### src/rtl/c499_access_ctrl.sv
// rtl/c499_access_ctrl.sv - two-requester arbiter and sequencer for a shared c499 SEC core
module c499_access_ctrl #(
    parameter int SETTLE = 2,
    parameter int CNT_W  = 16
) (
    input  logic             clk,
    input  logic             rst_n,
    input  logic [1:0]       req_valid,
    output logic [1:0]       req_ready,
    input  logic [40:0]      req_data0,
    input  logic [40:0]      req_data1,
    output logic [40:0]      dut_in,
    input  logic [31:0]      dut_out,
    output logic             rsp_valid,
    input  logic             rsp_ready,
    output logic             rsp_id,
    output logic [31:0]      rsp_data,
    output logic             busy,
    output logic [CNT_W-1:0] txn_count
);

    typedef enum logic [1:0] {
        S_IDLE   = 2'd0,
        S_SETTLE = 2'd1,
        S_RESP   = 2'd2
    } state_t;

    // The settle counter is loaded with SETTLE-1 so that the capture lands
    // exactly SETTLE edges after the accept edge.
    localparam logic [7:0] SETTLE_LOAD = 8'(SETTLE - 1);
    localparam logic [CNT_W-1:0] CNT_ONE = {{(CNT_W-1){1'b0}}, 1'b1};

    state_t     state;
    state_t     state_nxt;
    logic       last_grant;
    logic       grant;
    logic       accept;
    logic [7:0] settle_cnt;

    // Round-robin pick: a lone requester wins outright, a tie goes to the one not served last
    always_comb begin
        if (req_valid == 2'b11) begin
            grant = ~last_grant;
        end else begin
            grant = req_valid[1];
        end
    end

    assign accept = (state == S_IDLE) && (req_valid != 2'b00);

    // State register
    always_ff @(posedge clk or negedge rst_n) begin
        if (!rst_n) begin
            state <= S_IDLE;
        end else begin
            state <= state_nxt;
        end
    end

    // Next-state logic
    always_comb begin
        state_nxt = state;
        case (state)
            S_IDLE: begin
                if (accept) begin
                    state_nxt = S_SETTLE;
                end
            end
            S_SETTLE: begin
                if (settle_cnt == 8'd0) begin
                    state_nxt = S_RESP;
                end
            end
            S_RESP: begin
                if (rsp_ready) begin
                    state_nxt = S_IDLE;
                end
            end
            default: state_nxt = S_IDLE;
        endcase
    end

    // Outputs decoded from state: one-hot ready in IDLE only, busy elsewhere
    always_comb begin
        req_ready = 2'b00;
        busy      = (state != S_IDLE);
        if (accept) begin
            req_ready = grant ? 2'b10 : 2'b01;
        end
    end

    // Datapath: latch the granted vector, count down the settle time, capture and retire
    always_ff @(posedge clk or negedge rst_n) begin
        if (!rst_n) begin
            dut_in     <= '0;
            rsp_data   <= '0;
            rsp_id     <= 1'b0;
            rsp_valid  <= 1'b0;
            txn_count  <= '0;
            settle_cnt <= 8'd0;
            last_grant <= 1'b1;
        end else begin
            case (state)
                S_IDLE: begin
                    if (accept) begin
                        dut_in     <= grant ? req_data1 : req_data0;
                        rsp_id     <= grant;
                        last_grant <= grant;
                        settle_cnt <= SETTLE_LOAD;
                    end
                end
                S_SETTLE: begin
                    if (settle_cnt != 8'd0) begin
                        settle_cnt <= settle_cnt - 8'd1;
                    end else begin
                        rsp_data  <= dut_out;
                        rsp_valid <= 1'b1;
                    end
                end
                S_RESP: begin
                    if (rsp_ready) begin
                        rsp_valid <= 1'b0;
                        txn_count <= txn_count + CNT_ONE;
                    end
                end
                default: ;
            endcase
        end
    end

endmodule

### config.mk
export PLATFORM = sky130hd
export DESIGN_NAME = c499_access_ctrl
export DESIGN_NICKNAME = d
export VERILOG_FILES = /design/src/rtl/c499_access_ctrl.sv
export SDC_FILE = /design/constraint.sdc
export NUM_CORES = 1
export LEC_CHECK = 0
export BUFFER_PORTS_ARGS = -buffer_cell sky130_fd_sc_hd__buf_2
export CAP_MARGIN = 5
export CORE_MARGIN = 8
export CORE_UTILIZATION = 41
export DETAILED_ROUTE_END_ITERATION = 6
export PLACE_DENSITY = 0.76
export SLEW_MARGIN = 20
export SYNTH_ARGS = -nofsm -noshare
export SYNTH_HDL_FRONTEND = slang
export SYNTH_SLANG_ARGS = --single-unit
export TNS_END_PERCENT = 50
### constraint.sdc
create_clock -name clk -period 1.7 [get_ports clk]
set_input_delay 0.255 -clock clk [delete_from_list [all_inputs] [get_ports clk]]
set_output_delay 0.255 -clock clk [all_outputs]
set_load 0.05 [all_outputs]
==> results of run 1 <==
-- final cells by class --
type | count | area [um2] | area share (%)
Sequential cell | 102 | 2550 | 41.9
Multi-Input combinational cell | 163 | 1590 | 26.1
Timing Repair Buffer | 243 | 1430 | 23.5
Tap cell | 136 | 170 | 2.79
Inverter | 45 | 169 | 2.77
Clock buffer | 11 | 131 | 2.16
Clock inverter | 5 | 41.3 | 0.678
-- worst max-delay path: cells and delay by family, from the launching register on --
kind,cells,cell delay (ps)
and+or+nand+nor,3,650
muxes,1,300
DFF,1,400
buffers and inverters,2,260
adders and majority gates,1,120
-- metrics by stage --
| step | setup TNS [ps] | worst slack, ps |
|---|---|---|
| 3_3_place_gp | -1690 | -105 |
| 6_report | -4210 | -148 |
| 4_1_cts | -3730 | -128 |
| 5_1_grt | -6500 | -202 |
| 2_1_floorplan | -1800 | -139 |
| 3_5_place_dp | -4080 | -151 |
-- power groups by stage --
stage          Clock [uW]  Combinational (uW)  Sequential (uW)
6_report             1380                7040             4040
5_1_grt              1540                7400             4140
4_1_cts              1430                6980             4030
3_5_place_dp            0                6760             4040
3_3_place_gp            0                6610             4020
2_1_floorplan           0                1840             7080
-- cells in the final DEF (no fill, tap or decap), drive strengths merged, types with 3 or more instances in the layout --
master	Yosys	final
and3	3	3
nor4	3	3
mux2	34	34
dfrtp	101	101
nand2b	3	3
a222oi	41	41
nor2	9	9
xor2	6	6
buf	6	242
a21oi	3	3
ha	3	3
nand2	11	11
nand3	6	6
inv	45	47
clkbuf	12	11
xnor2	9	9
o21ai	7	7
or3	4	4
-- metal layers --
| metal | track usage, % | vias to the layer above |
|---|---|---|
| met3 | 6.24 | 15 |
| met1 | 19.9 | 1829 |
| met4 | 4.51 | 0 |
| li1 | - | 1669 |
| met2 | 30.2 | 161 |
| met5 | 0 | - |
-- path summary, 6_finish.rpt --
kind                                        endpoint  slack, ps  depth (start not counted)
max                         rsp_data[31]$_DFFE_PN0P_       -150                          7
min                            dut_in[4]$_DFFE_PN0P_        100                          3
max reg2reg                 rsp_data[31]$_DFFE_PN0P_       -150                          7
min reg2reg                txn_count[15]$_DFFE_PN0P_        470                          1
max in group asynchronous     last_grant$_DFFE_PN1P_        680                          3
min in group asynchronous   txn_count[6]$_DFFE_PN0P_        380                          2
-- cell families after synthesis --
| group | count (synthesis) | share of synthesized area, % |
|---|---|---|
| XOR/XNOR | 15 | 3.06 |
| adder cells (fa/ha/maj) | 3 | 0.874 |
| multiplexers | 35 | 11.6 |
| AO/OA/AOI/OAI | 58 | 11.9 |
| AND/OR/NAND/NOR | 52 | 7.08 |
| buffers and inverters | 63 | 6.03 |
| flip-flops | 102 | 59.4 |
-- sequential cells by signal (all words and copies together) (netlist names) --
signal      flops
rsp_data       32
settle_cnt      8
txn_count      16
last_grant      1
rsp_id          1
state           2
rsp_valid       1
dut_in         41
-- what timing repair did --
item,in CTS,in global routing
resized for setup,21,11
cloned,2,0
pin swaps,4,3
endpoints found under the setup margin,67,44
hold buffers,1,0
buffers inserted,4,1
endpoints found under the hold margin,30,0
==> flow_summary.json, run 1 <==
{
  "critical_path_peak_fanout": 12,
  "path_class": "register to register",
  "die_h_um": 118,
  "switching_share_pct": 49.4,
  "ys_types": 40,
  "syn_nets": 450,
  "drive_above_1_share_pct": 55.2,
  "synth_area_leaders": "dfrtp_1, mux2_4, a222oi_1, inv_1, xnor2_1",
  "failed_checks": "design-rule violations, negative setup slack",
  "place_inst": 682,
  "post-route-util_pct": 59.5,
  "synth_most_common_cell": "dfrtp_1",
  "hold_ws_ps": 98.3,
  "cts-root-buf": "clkbuf_8",
  "finalPower_uw": 12500,
  "cpPeakStageDelay_ps": 400,
  "cp_data_arrival_time_ps": 2100,
  "hold_class": "input port to register",
  "synth.largest_area_cell": "dfrtp_1",
  "drc": 3,
  "core-area_mm2": 0.0102,
  "initial_core_util_pct": 42.0,
  "path_cells": "inv_2 -> ha_4 -> or3b_4 -> nor2_4 -> nand2_4 -> buf_16 -> mux2_4",
  "vias": 3674,
  "htree_levels": 3,
  "wl_met2_mm": 6.46,
  "synth_cells": 328,
  "post-route-period-util_pct": 109,
  "fmax_mhz": 541,
  "grt_pass1_vias": 4019,
  "end_kind": "register",
  "vdd_drop_max_v": 0.00110,
  "die-area_mm2": 0.0140,
  "rows": 37,
  "cts_buffer_depth": 2,
  "yosys_warnings": 0,
  "yosysSeqAreaShare_pct": 59.4,
  "required_ps": 1950,
  "synth_area_mm2": 0.00430,
  "power_leakage_uw": 0.00334,
  "pwr-share-seq_pct": 32.4,
  "finalClockSkew_ps": 18.3,
  "setup.worst_path.start_class": "register",
  "wl_per_cell_um": 17.7,
  "synth-seq-cells": 102,
  "overflow": 0,
  "fillers": 836,
  "grtUsageTotal_pct": 17.4,
  "numPortBuffers": 212,
  "clock_sinks": 102,
  "layout.cells.non_filler": 705,
  "gp_congestion": 0.796,
  "grt_pass1_wl_mm": 20.1,
  "rsz0062_at_grt": "yes",
  "wl_met1_mm": 4.97,
  "status": "complete, but fails checks",
  "cts-buffers-inserted": 9,
  "die_w_um": 118,
  "hold_viol_final": 0,
  "finalCriticalPeriod_ps": 1850,
  "worst_slack_ps": -148,
  "postSynthAreaPerCell_um2": 13.1,
  "io_pins": 213,
  "antenna_cells": 0,
  "viasPerCell": 5.21,
  "tightest_slew_ps": 502,
  "p_clk_share_pct": 11.1,
  "crit_start": "settle_cnt[0]$_DFFE_PN0P_",
  "highest_layer": "met4",
  "area_growth_pct": 41.8,
  "clk_latency_ps": 360,
  "min-delay-start": "req_data1[4]",
  "totalWireLength_mm": 12.5,
  "clk_pin_slew_worst_paths_ps": 110,
  "synth-edff-count": 0,
  "synth_commonest_cells": "dfrtp_1, inv_1, a222oi_1, mux2_4, clkbuf_1",
  "grt_max_degree": 48,
  "ant_nets": 0,
  "setup_viol": 35,
  "p_per_area_mw_per_mm2": 2050,
  "wl_met3_um": 901,
  "synth.top_cell.area_share_pct": 58.8,
  "cap_violations": 0,
  "slew_headroom_pct": 66.4,
  "final_nets": 686,
  "synthFlopType": "dfrtp_1",
  "drt_pre_antenna_iters": 7,
  "place_hpwl_mm": 9.45,
  "cts_tree": "built",
  "async_flop_share_pct": 100,
  "drtIter0Drc": 335,
  "comb_power_share_pct": 56.5,
  "worst_path_max_delay_cell": "dfrtp_1",
  "rr_startpoint": "settle_cnt[0]$_DFFE_PN0P_",
  "power_switching_uw": 6160,
  "finish.instance_area_mm2": 0.00609,
  "final_max_slew_viol_count": 0,
  "placed_area_mm2": 0.00568,
  "antenna_found_initial": 0,
  "internal_power_uw": 6300
}
No activity file was read; power rests on OpenSTA's default activity.
==> inputs of run 2 (changes only) <==
--- a/config.mk
+++ b/config.mk
@@ -5,10 +5,11 @@
 export SDC_FILE = /design/constraint.sdc
 export NUM_CORES = 1
 export LEC_CHECK = 0
+export ABC_AREA = 1
 export BUFFER_PORTS_ARGS = -buffer_cell sky130_fd_sc_hd__buf_2
 export CAP_MARGIN = 5
 export CORE_MARGIN = 8
-export CORE_UTILIZATION = 41
+export CORE_UTILIZATION = 42
 export DETAILED_ROUTE_END_ITERATION = 6
 export PLACE_DENSITY = 0.76
 export SLEW_MARGIN = 20
==> flow_summary.json, run 2 <==
{
  "synth_cells": 568,
  "p_clk_share_pct": 10.9,
  "layout.cells.non_filler": 931,
  "cts_buffer_depth": 2,
  "worst_path_max_delay_cell": "dfrtp_2",
  "r2r_end": "state[1]$_DFFE_PN0P_",
  "place_hpwl_mm": 9.99,
  "grt_pass1_wl_mm": 21.5,
  "crit_family": "flip-flops",
  "min_to": "dut_in[32]$_DFFE_PN0P_",
  "syn_nets": 690,
  "pre_cts_ws_ps": 93.1,
  "finish.instance_area_mm2": 0.00618,
  "yosysSeqAreaShare_pct": 55.2,
  "place_inst": 910,
  "clk_pin_slew_worst_paths_ps": 100,
  "final_nets": 908,
  "grtUsageTotal_pct": 18.0,
  "path_cells": "nor2_4 -> o21ai_4 -> nor2_4 -> buf_8",
  "hold_class": "input port to register",
  "antenna_cells": 0,
  "drtIter0Drc": 347,
  "finalClockSkew_ps": 7.45,
  "final_max_slew_viol_count": 0,
  "synth_most_common_cell": "nand2_1",
  "totalWireLength_mm": 13.2,
  "synth-seq-cells": 102,
  "synth_area_mm2": 0.00463,
  "cts_tree": "built",
  "ys_types": 25,
  "async_flop_share_pct": 100,
  "synth_commonest_cells": "nand2_1, dfrtp_1, nand3_1, inv_1, nor2_1",
  "rsz0062_at_grt": "yes",
  "gp_congestion": 0.812,
  "synth.largest_area_cell": "dfrtp_1",
  "cap_violations": 0,
  "htree_levels": 3,
  "core-area_mm2": 0.0108,
  "die-area_mm2": 0.0146,
  "regArea_mm2": 0.00256,
  "area_growth_pct": 33.6,
  "comb_power_share_pct": 58.9,
  "synth.top_cell.area_share_pct": 54.6,
  "regMostFlops": "dut_in",
  "fillers": 984,
  "cts-root-buf": "clkbuf_8",
  "rows": 38,
  "layout_common_cells": "nand2_1, buf_2, dfrtp_1",
  "power_leakage_uw": 0.00345,
  "end_kind": "output pin",
  "internal_power_uw": 6270,
  "timing.reg2reg.setup_slack_ps": 120,
  "hold_viol_final": 0,
  "viasPerCell": 4.79,
  "largest_reg_flops": 41,
  "vias": 4456,
  "slew_headroom_pct": 67.6,
  "drt_pre_antenna_iters": 4,
  "overflow": 0,
  "fmax_mhz": 611,
  "multiInputGateArea_mm2": 0.00185,
  "die_h_um": 121,
  "reg_top3": "dut_in (41), rsp_data (32), txn_count (16)",
  "synth_area_leaders": "dfrtp_1, nand2_1, nand3_1, inv_1, nor2_1",
  "required_ps": 1440,
  "numPortBuffers": 212,
  "cpPeakStageDelay_ps": 440,
  "p_per_area_mw_per_mm2": 2240,
  "path_buf_inv": 1,
  "critical_path_depth": 4,
  "path_class": "register to output pin",
  "ant_nets": 0,
  "wl_per_cell_um": 14.1,
  "initial_core_util_pct": 42.9,
  "antenna_found_initial": 0,
  "yosys_warnings": 0,
  "rr_worst_depth": 6,
  "drc": 0,
  "hold_ws_ps": 95.5,
  "cpMostUsedCell": "nor2_4",
  "postSynthAreaPerCell_um2": 8.15,
  "io_pins": 213,
  "finalCriticalPeriod_ps": 1640,
  "whs_path_depth": 3,
  "layout_commonest_cell": "nand2_1",
  "clk_latency_ps": 360,
  "setup.worst_path.start_class": "register",
  "synthFlopType": "dfrtp_1",
  "post-route-period-util_pct": 96.3,
  "min-delay-start": "req_data1[32]",
  "rr_startpoint": "state[1]$_DFFE_PN0P_",
  "status": "completed",
  "placed_area_mm2": 0.00593,
  "switching_share_pct": 54.7,
  "cts-buffers-inserted": 9,
  "worst_slack_ps": 63.6,
  "critical_path_peak_fanout": 5,
  "drive_above_1_share_pct": 33.9,
  "die_w_um": 121,
  "synth-edff-count": 0,
  "grt_max_degree": 42,
  "grt_pass1_vias": 4411,
  "pwr-share-seq_pct": 30.1,
  "tightest_slew_ps": 486,
  "power_switching_uw": 7560,
  "clock_sinks": 102,
  "vdd_drop_max_v": 0.00146,
  "cp_data_arrival_time_ps": 1380,
  "setup_viol": 0
}
[run 2: cell count changes in the layout (fill, tap and decap cells not counted), sizes merged, moves of 4 or more]
cell    change
mux2       -34
a222oi     -41
or3         -4
xnor2       -6
nand4       +5
nand3      +88
nor2       +20
nand2     +241
buf        -12
inv        -15
[run 2: repair_timing]
action,4_1_cts,5_1_grt
pin swaps,0,2
endpoints found under the hold margin,32,0
setup endpoints to repair,3,2
setup buffers,0,4
hold buffers,1,0
resized for setup,8,0
[run 2: layer usage]
metal | vias up | track usage, % | share of wire [%]
met2 | 159 | 27.5 | 45
met1 | 2061 | 22.4 | 43
met5 | - | 0 | 0
li1 | 2228 | - | -
met3 | 8 | 8.00 | 11
met4 | 0 | 5.23 | 1.1
[run 2: layout make-up]
cell class,instances,area share (%)
timing repair buffer,231,20.8
inverter,32,1.94
multi-input combinational,410,30.0
clock inverter,6,1.01
tap,140,2.83
clock buffer,10,2.06
sequential,102,41.4
[run 2: how the worst max path moves through the flow]
stage	from	slack, ps	end
floorplan	txn_count[3]$_DFFE_PN0P_	40	txn_count[14]$_DFFE_PN0P_
global placement	state[1]$_DFFE_PN0P_	140	req_ready[0]
detailed placement	state[1]$_DFFE_PN0P_	90	req_ready[0]
CTS	state[1]$_DFFE_PN0P_	-3	req_ready[0]
global route	state[1]$_DFFE_PN0P_	-9	req_ready[0]
finish	state[1]$_DFFE_PN0P_	60	req_ready[0]
[run 2: per-stage QoR]
step	setup TNS [ps]	utilization (%)	total power, uW
after floorplan	0	-	10100
after global placement	0	54.9	12200
after detailed placement	0	54.9	12300
after CTS	-3.18	57.0	13900
after global routing	-17.3	57.3	14800
final	0	57.3	13800
[run 2: power groups by stage]
stage / registers [uW] / clock network [uW] / logic (uW)
floorplan: 7390 / 0 / 2760
global placement: 4180 / 0 / 8030
detailed placement: 4170 / 0 / 8140
CTS: 4170 / 1560 / 8160
global route: 4300 / 1690 / 8810
finish: 4170 / 1510 / 8150
[run 2: kinds of logic (layout without fill, tap and decap cells)]
| family | count (synthesis) | after routing | share of synthesized area [%] |
|---|---|---|---|
| AO/OA/AOI/OAI | 7 | 7 | 0.973 |
| adder cells (fa/ha/maj) | 3 | 3 | 0.811 |
| AND/OR/NAND/NOR | 388 | 388 | 35.7 |
| XOR/XNOR | 12 | 12 | 2.27 |
| flip-flops | 102 | 102 | 55.2 |
| buffers and inverters | 56 | 279 | 5.11 |
[run 2: worst register-to-register path: stages (launching register included)]
cell,delay [ps]
dfrtp_2,440
buf_4,160
nor2_2,240
nand2_2,200
nand2_2,100
buf_4,240
o21ai_1,100
==> inputs of run 3 (changes only) <==
--- a/config.mk
+++ b/config.mk
@@ -9,9 +9,10 @@
 export BUFFER_PORTS_ARGS = -buffer_cell sky130_fd_sc_hd__buf_2
 export CAP_MARGIN = 5
 export CORE_MARGIN = 8
-export CORE_UTILIZATION = 42
+export CORE_UTILIZATION = 35
+export CTS_CLUSTER_DIAMETER = 30
 export DETAILED_ROUTE_END_ITERATION = 6
-export PLACE_DENSITY = 0.76
+export PLACE_DENSITY = 0.65
 export SLEW_MARGIN = 20
 export SYNTH_ARGS = -nofsm -noshare
 export SYNTH_HDL_FRONTEND = slang
==> flow_summary.json, run 3 (same netlist as run 2, synthesis figures left out) <==
{
  "finalPower_uw": 14500,
  "overflow": 0,
  "die_w_um": 131,
  "drive_above_1_share_pct": 33.7,
  "grt-busiest-layer": "met2",
  "reg_top3": "dut_in (41), rsp_data (32), txn_count (16)",
  "clk_latency_ps": 340,
  "finalClockSkew_ps": 8.13,
  "core-area_mm2": 0.0131,
  "die-area_mm2": 0.0172,
  "required_ps": 1440,
  "cts_buffer_depth": 2,
  "regMostFlops": "dut_in",
  "cts-root-buf": "clkbuf_16",
  "clock_sinks": 102,
  "drc": 0,
  "drtIter0Drc": 209,
  "largest_reg_flops": 41,
  "setup_viol": 0,
  "slew_headroom_pct": 77.7,
  "p_per_area_mw_per_mm2": 2280,
  "cts_tree": "built",
  "cp_data_arrival_time_ps": 1390,
  "fin_tns_setup_ps": 0,
  "grt_pass1_wl_mm": 21.9,
  "vias": 4419,
  "finalCriticalPeriod_ps": 1650,
  "gp_congestion": 0.724,
  "wl_per_cell_um": 13.6,
  "cts-buffers-inserted": 9,
  "status": "completed",
  "grt_pass1_vias": 4471,
  "clk_pin_slew_worst_paths_ps": 70,
  "grtUsageMet2_pct": 24.2,
  "vdd_drop_max_v": 0.00131,
  "hold_class": "input port to register",
  "cap_violations": 0,
  "drt_pre_antenna_iters": 4,
  "grt_max_degree": 52,
  "io_pins": 213,
  "rows": 42,
  "ant_nets": 0,
  "finish.instance_area_mm2": 0.00636,
  "hold_ws_ps": 109,
  "hold_viol_final": 0,
  "critical_path_peak_fanout": 2,
  "place_hpwl_mm": 10.0,
  "grt_use_met3_pct": 7.18,
  "post-route-util_pct": 48.6,
  "layout_commonest_cell": "nand2_1",
  "totalWireLength_mm": 13.2,
  "path_class": "register to output pin",
  "power_leakage_uw": 0.00352,
  "fmax_mhz": 607,
  "initial_core_util_pct": 35.4,
  "end_kind": "output pin",
  "viasPerCell": 4.57,
  "setup.worst_path.start_class": "register",
  "post-route-period-util_pct": 96.9,
  "final_nets": 907,
  "grt_use_met1_pct": 19.8,
  "antenna_found_initial": 0,
  "rsz0062_at_grt": "yes",
  "htree_levels": 3,
  "placed_area_mm2": 0.00598,
  "final_max_slew_viol_count": 0,
  "area_growth_pct": 37.3,
  "numPortBuffers": 212,
  "layout_common_cells": "nand2_1, buf_2, dfrtp_1",
  "antenna_cells": 0,
  "tightest_slew_ps": 334,
  "grtUsageTotal_pct": 16.1,
  "die_h_um": 131
}
-- run 3: cell types whose count changed in the layout (fill, tap and decap cells not counted), moves of 2 or more --
cell,change
clkbuf_8,-9
clkbuf_16,+9
clkinv_2,-2
buf_4,-2
clkinv_4,+2
clkinvlp_4,-2
-- run 3: metrics by stage --
| step | std cells | worst slack, ps |
|---|---|---|
| 3_3_place_gp | 947 | 219 |
| 4_1_cts | 964 | 0.0552 |
| 3_5_place_dp | 947 | 167 |
| 6_report | 966 | 53.1 |
| 5_1_grt | 966 | -19.9 |
| 2_1_floorplan | 568 | 37.3 |
-- run 3: area by class of cell --
cell class	instances	area, um2
inverters	32	120
clock inverters	6	93.8
repair buffers	230	1290
fillers	1318	6730
flip-flops and latches	102	2560
clock buffers	10	229
multi-input cells	410	1850
well taps	176	220
-- run 3: worst paths after layout --
check                      slack (ps)  depth (start not counted)                       end                      start
min in group asynchronous         350                          2    dut_in[19]$_DFFE_PN0P_                      rst_n
max in group asynchronous         770                          3    last_grant$_DFFE_PN1P_                      rst_n
hold reg to reg                   470                          2   rsp_data[7]$_DFFE_PN0P_    rsp_data[7]$_DFFE_PN0P_
setup / recovery                   50                          5              req_ready[0]       state[0]$_DFFE_PN0P_
hold / removal                    110                          3    dut_in[23]$_DFFE_PN0P_              req_data1[23]
setup reg to reg                  150                         10  rsp_data[16]$_DFFE_PN0P_  settle_cnt[0]$_DFFE_PN0P_
-- run 3: where the power goes --
part           switching [uW]  leakage (uW)  total [uW]  internal [uW]
logic                    6030       0.00211        8110           2080
clock network             925      0.000153        2230           1300
registers                 659       0.00125        4170           3510
-- run 3: timing repair --
| item | in CTS | in global routing |
|---|---|---|
| gates resized for setup | 5 | 3 |
| endpoints found under the hold margin | 22 | 0 |
| pin swaps | 0 | 1 |
| hold buffers | 1 | 0 |
| endpoints found under the setup margin | 2 | 2 |
| buffers inserted | 0 | 2 |
| cloned | 0 | 0 |
-- run 3: worst max-delay path, cell delays in order, from the launching register on --
cell	delay [ps]
dfrtp_1	400
nor2_2	150
buf_6	130
o21ai_4	70
nor2_4	130
buf_8	160
-- run 3: metal layers --
metal / up-vias / wire (um)
met2: 167 / 5710
li1: 2232 / -
met5: - / 0
met3: 13 / 1670
met4: 0 / 206
met1: 2007 / 5590
